File: config.mk
export PLATFORM = sky130hd
export DESIGN_NAME = byte_serial_add_ctrl
export DESIGN_NICKNAME = d
export VERILOG_FILES = /design/src/rtl/byte_serial_add_ctrl_pkg.sv /design/src/rtl/byte_serial_add_ctrl_hybrid_adder.sv /design/src/rtl/byte_serial_add_ctrl.sv
export SDC_FILE = /design/constraint.sdc
export NUM_CORES = 1
export LEC_CHECK = 0
export ABC_AREA = 0
export CAP_MARGIN = 20
export CORE_MARGIN = 1.5
export CORE_UTILIZATION = 53
export CTS_BUF_LIST = sky130_fd_sc_hd__clkbuf_8
export DETAILED_ROUTE_END_ITERATION = 16
export PLACE_DENSITY = 0.82
export SLEW_MARGIN = 15
export SYNTH_ARGS = -nofsm -noshare
export SYNTH_HDL_FRONTEND = slang
export SYNTH_HIERARCHICAL = 1
export SYNTH_SLANG_ARGS = --single-unit
File: constraint.sdc
create_clock -name clk -period 4.41 [get_ports clk]
set_input_delay 0.882 -clock clk [delete_from_list [all_inputs] [get_ports clk]]
set_output_delay 0.882 -clock clk [all_outputs]
set_load 0.02 [all_outputs]
File: src/rtl/byte_serial_add_ctrl_pkg.sv
// Shared definitions for the byte-serial add/subtract sequencer:
// FSM state encodings, the default operand width and an index-width helper.
package byte_serial_add_ctrl_pkg;

  // Sequencer states; encodings kept stable for legacy tooling that decodes them
  localparam logic [1:0] ST_IDLE = 2'd0;
  localparam logic [1:0] ST_RUN  = 2'd1;
  localparam logic [1:0] ST_DONE = 2'd2;

  // Default operand width in bytes
  localparam int DEFAULT_NBYTES = 4;

  // Byte index width: enough to count NBYTES positions, never narrower than 1 bit
  function automatic int idxWidth(input int nBytes);
    return (nBytes > 1) ? $clog2(nBytes) : 1;
  endfunction

endpackage

File: src/rtl/byte_serial_add_ctrl_hybrid_adder.sv
// 8-bit adder slice shared by every byte of the serial operation.
// Low nibble ripples; high nibble is precomputed for both carry-in values and
// the low-nibble carry picks one, shortening the carry path through the slice.
module hybrid_adder (
  input  logic [7:0] i_a,
  input  logic [7:0] i_b,
  input  logic       i_cyIn,
  output logic [7:0] o_sum,
  output logic       o_cyOut
);

  logic [4:0] w_lo;
  logic [4:0] w_hi0;
  logic [4:0] w_hi1;

  // Low nibble plus both speculative high-nibble sums
  always_comb begin
    w_lo  = {1'b0, i_a[3:0]} + {1'b0, i_b[3:0]} + {4'b0000, i_cyIn};
    w_hi0 = {1'b0, i_a[7:4]} + {1'b0, i_b[7:4]};
    w_hi1 = {1'b0, i_a[7:4]} + {1'b0, i_b[7:4]} + 5'd1;
  end

  // Carry out of the low nibble selects the matching high-nibble result
  always_comb begin
    o_sum[3:0] = w_lo[3:0];
    if (w_lo[4]) begin
      o_sum[7:4] = w_hi1[3:0];
      o_cyOut    = w_hi1[4];
    end else begin
      o_sum[7:4] = w_hi0[3:0];
      o_cyOut    = w_hi0[4];
    end
  end

endmodule

File: src/rtl/byte_serial_add_ctrl.sv
// Byte-serial add/subtract sequencer. One 8-bit adder slice is reused for each
// byte of an NBYTES-wide operation, LSB first, with the carry held in a
// register between bytes. Subtraction is A + ~B + 1 (carry seeded with 1).
import byte_serial_add_ctrl_pkg::*;

module byte_serial_add_ctrl #(
  parameter int NBYTES = DEFAULT_NBYTES
) (
  input  logic                clk,
  input  logic                rst_n,
  input  logic                start,
  input  logic                sub,
  input  logic [8*NBYTES-1:0] op_a,
  input  logic [8*NBYTES-1:0] op_b,
  output logic                busy,
  output logic                done,
  output logic [8*NBYTES-1:0] result,
  output logic                carry,
  output logic                overflow,
  output logic                zero
);

  localparam int W    = 8 * NBYTES;
  localparam int IDXW = idxWidth(NBYTES);
  localparam logic [IDXW-1:0] LAST_IDX = IDXW'(NBYTES - 1);

  logic [1:0]      r_state;
  logic [IDXW-1:0] r_idx;
  logic [W-1:0]    r_a;
  logic [W-1:0]    r_b;
  logic            r_cy;
  logic [W-1:0]    r_result;
  logic            r_carry;
  logic            r_overflow;
  logic            r_zero;
  logic            r_done;

  logic            w_accept;
  logic            w_last;
  logic [IDXW+2:0] w_bitBase;
  logic [7:0]      w_aByte;
  logic [7:0]      w_bByte;
  logic [7:0]      w_sum;
  logic            w_cyOut;
  logic [W-1:0]    w_nextResult;

  assign w_accept  = start && ((r_state == ST_IDLE) || (r_state == ST_DONE));
  assign w_last    = (r_idx == LAST_IDX);
  assign w_bitBase = {r_idx, 3'b000};
  assign w_aByte   = r_a[w_bitBase +: 8];
  assign w_bByte   = r_b[w_bitBase +: 8];

  hybrid_adder u_adder (
    .i_a     (w_aByte),
    .i_b     (w_bByte),
    .i_cyIn  (r_cy),
    .o_sum   (w_sum),
    .o_cyOut (w_cyOut)
  );

  // Result as it will look after the current byte is written back
  always_comb begin
    w_nextResult = r_result;
    w_nextResult[w_bitBase +: 8] = w_sum;
  end

  // Sequencer FSM plus operand, carry, result and flag registers
  always_ff @(posedge clk) begin
    if (!rst_n) begin
      r_state    <= ST_IDLE;
      r_idx      <= '0;
      r_a        <= '0;
      r_b        <= '0;
      r_cy       <= 1'b0;
      r_result   <= '0;
      r_carry    <= 1'b0;
      r_overflow <= 1'b0;
      r_zero     <= 1'b0;
      r_done     <= 1'b0;
    end else begin
      case (r_state)
        ST_IDLE, ST_DONE: begin
          if (w_accept) begin
            r_a     <= op_a;
            r_b     <= sub ? ~op_b : op_b;
            r_cy    <= sub;
            r_idx   <= '0;
            r_done  <= 1'b0;
            r_state <= ST_RUN;
          end else begin
            r_done  <= 1'b0;
            r_state <= ST_IDLE;
          end
        end
        ST_RUN: begin
          r_result <= w_nextResult;
          r_cy     <= w_cyOut;
          r_idx    <= r_idx + 1'b1;
          if (w_last) begin
            r_carry    <= w_cyOut;
            r_overflow <= (r_a[W-1] == r_b[W-1]) && (w_sum[7] != r_a[W-1]);
            r_zero     <= (w_nextResult == '0);
            r_done     <= 1'b1;
            r_state    <= ST_DONE;
          end
        end
        default: begin
          r_done  <= 1'b0;
          r_state <= ST_IDLE;
        end
      endcase
    end
  end

  assign busy     = (r_state == ST_RUN);
  assign done     = r_done;
  assign result   = r_result;
  assign carry    = r_carry;
  assign overflow = r_overflow;
  assign zero     = r_zero;

endmodule
==> reports/summary.txt <==
Status: completed
# port buffers: 104
Pre-CTS setup slack: 472 ps
Startpoint of the worst hold path: r_a[13]
R2R Path End: zero
Vias per cell: 5.68
Worst-Skew Late Latency: 370 ps
Die area: 10400 um2
Share of layout cells above drive strength 1: 0.0797
I/O pin count: 105
Sequential area share after synthesis: 0.403
Final count of pins violating max slew: 0
Clock Tree Buf Depth: 2
Cells resized by post-CTS repair: 0
Ys flop type: dfxtp_1
Hpwl dp: 9070 um
DR WL/cell: 16.1 um
LEAKAGE: 2.63 nW
Synthesis-to-layout area growth: 25.2%
Die Height: 102 um
Total CTS buffers: 9
Post-synth ARST share: 0
Min-Delay Path Class: flop to flop
Worst-Margin Slew: 945 ps
Vias in the first global route: 4139
Largest cells by area after synthesis: dfxtp_1 (40%), nand2_1 (8.1%), mux4_2 (6.9%)
Post-synth EDFFs: 0
CTS H-tree lvls: 3
Final setup viols: 0
Startpoint type of the worst setup path: flop
Vias: 4388
Routed WL: 12500 um
Slew HR: 0.370
Worst R2R Start: r_idx[0]
Pwr per Cell Area: 321 nW/um2
Worst vdd ir: 0.201 mV
CORE AREA: 9640 um2
Drt initial violations: 251
Worst-path clk slew: 100 ps
Worst reg2reg path depth: 14
GRT Overall Usage: 0.244
Initial Util: 0.541
Final core utilization: 0.677
Die Wd: 102 um
Setup Fix Bufs, Post-CTS: 0
Critical path arrival: 4340 ps
Hold Path End: r_a[13]
Antenna Nets Post-Route: 0
Cell taking the most area after synthesis: dfxtp_1
Synthesized cell area: 5210 um2
Reg2Reg Setup Slack: 370 ps
Global-route wire length before repair: 19800 um
RSZ-0062 raised after global routing: no
Share of the synthesized area in the top cell type: 0.403
Placed insts: 757
Total power: 2.10 mW
Fmax: 247 MHz
N_diodes: 0
Cells after synthesis: 551
Critical Path Fanout Max: 8
Crit path kind: flop to flop
Syn Nets: 636
CTS Hold Buffers Added: 0
Setup WS post-layout: 367 ps
Critical Path End Type: flop
Row count: 36
Commonest cells in the netlist: nand2_1 (113), dfxtp_1 (105), xnor2_1 (36)
Non-filler cells, final: 773
Nets: 720
WHS Path Cells: 2
Clk_skew: 15.2 ps
Setup TNS: 0 ps
Largest net degree at the start of global routing: 69
Critical Path RT: 4710 ps
Final Critical Period: 4040 ps
CTS tree: done
Clock sink total: 105
Final hold vios: 0
GRT overflow: 0
Drt drc: 0
Drt first pass iters: 5
CTS root buf: clkbuf_8
Cell variety after synth: 45
Flops & latches, synth: 105
Most common cell in the netlist: nand2_1
GP Congestion: 0.897
Initial antenna violation count: 0
Final Cycle Share: 0.917
Max cap viols: 0
Synth Area per Inst: 9.46 um2
Synth warnings: 6
==> cell usage in the layout (no fill, tap or decap), types with 6 or more instances in the layout <==
cell type	count
a21boi_0	35
a21oi_1	13
a22oi_1	30
buf_4	6
clkbuf_8	9
clkdlybuf4s50_1	102
dfxtp_1	105
ha_1	14
inv_1	13
mux4_2	16
nand2_1	113
nand3_1	7
nor2_1	10
nor2b_1	33
nor4_1	8
o211a_1	34
xnor2_1	36
==> flip-flops by register name (all words and copies together), names as in the netlist <==
name      count
carry         1
r_a          32
result       32
r_idx         2
overflow      1
r_cy          1
done          1
r_state       2
zero          1
r_b          32
==> layer usage <==
layer  up-vias  routed length, um  track usage
li1       2083                  -            -
met1      2099               5500        0.325
met2       169               5870        0.390
met3        37                702       0.0492
met4         0                391        0.103
met5         -                  0            0
==> worst max-delay path, stage by stage, from the launching register on <==
cell      delay, ps
dfxtp_1         560
buf_4           280
mux4_2          250
inv_1            60
fa_1            440
fa_1            430
nor2b_1         140
o21ai_1         130
nand2_1         140
mux2_1          430
nor4_1          430
nand2b_1        170
a211oi_1        270
o22ai_1         130
o21ai_1         130
==> per-stage QoR <==
step / hold WS, ps / area (um2)
6_report: 470 / 6530
5_1_grt: 497 / 6530
4_1_cts: 474 / 6530
3_5_place_dp: 461 / 6320
3_3_place_gp: 450 / 6300
2_1_floorplan: 440 / 5210
==> report_power, final <==
| part | leakage (nW) | switching [mW] | internal, mW |
|---|---|---|---|
| combinational | 1.66 | 0.234 | 0.207 |
| sequential | 0.860 | 0.0398 | 1.00 |
| clock | 0.108 | 0.341 | 0.275 |
| total | 2.63 | 0.614 | 1.48 |
==> layout make-up <==
class                      count  area, um2
fill                         755       3110
multi-input combinational    392       2900
sequential                   105       2100
timing repair buffer         111       1090
tap                          133        166
clock buffer                   9        124
clock inverter                 7       83.8
inverter                      16       60.1
==> kinds of logic (layout without fill, tap and decap cells) <==
family                     after synthesis  in the layout  share of synthesized area
DFF                                    105            105                      0.403
and+or+nand+nor                        190            190                      0.175
adders and majority gates               17             17                     0.0451
buffers and inverters                   54            143                     0.0420
AOI/OAI and AO/OA                      127            127                      0.192
muxes                                   19             19                     0.0752
xor gates and xnor gates                39             39                     0.0670
==> how the worst max path moves through the flow <==
stage,end,cells after the start,startpoint
floorplan,zero,15,r_idx[0]
global placement,zero,14,r_idx[0]
detailed placement,zero,14,r_idx[0]
CTS,zero,14,r_idx[0]
global route,zero,14,r_idx[0]
finish,zero,14,r_idx[0]
No activity file was read; power rests on OpenSTA's default activity.
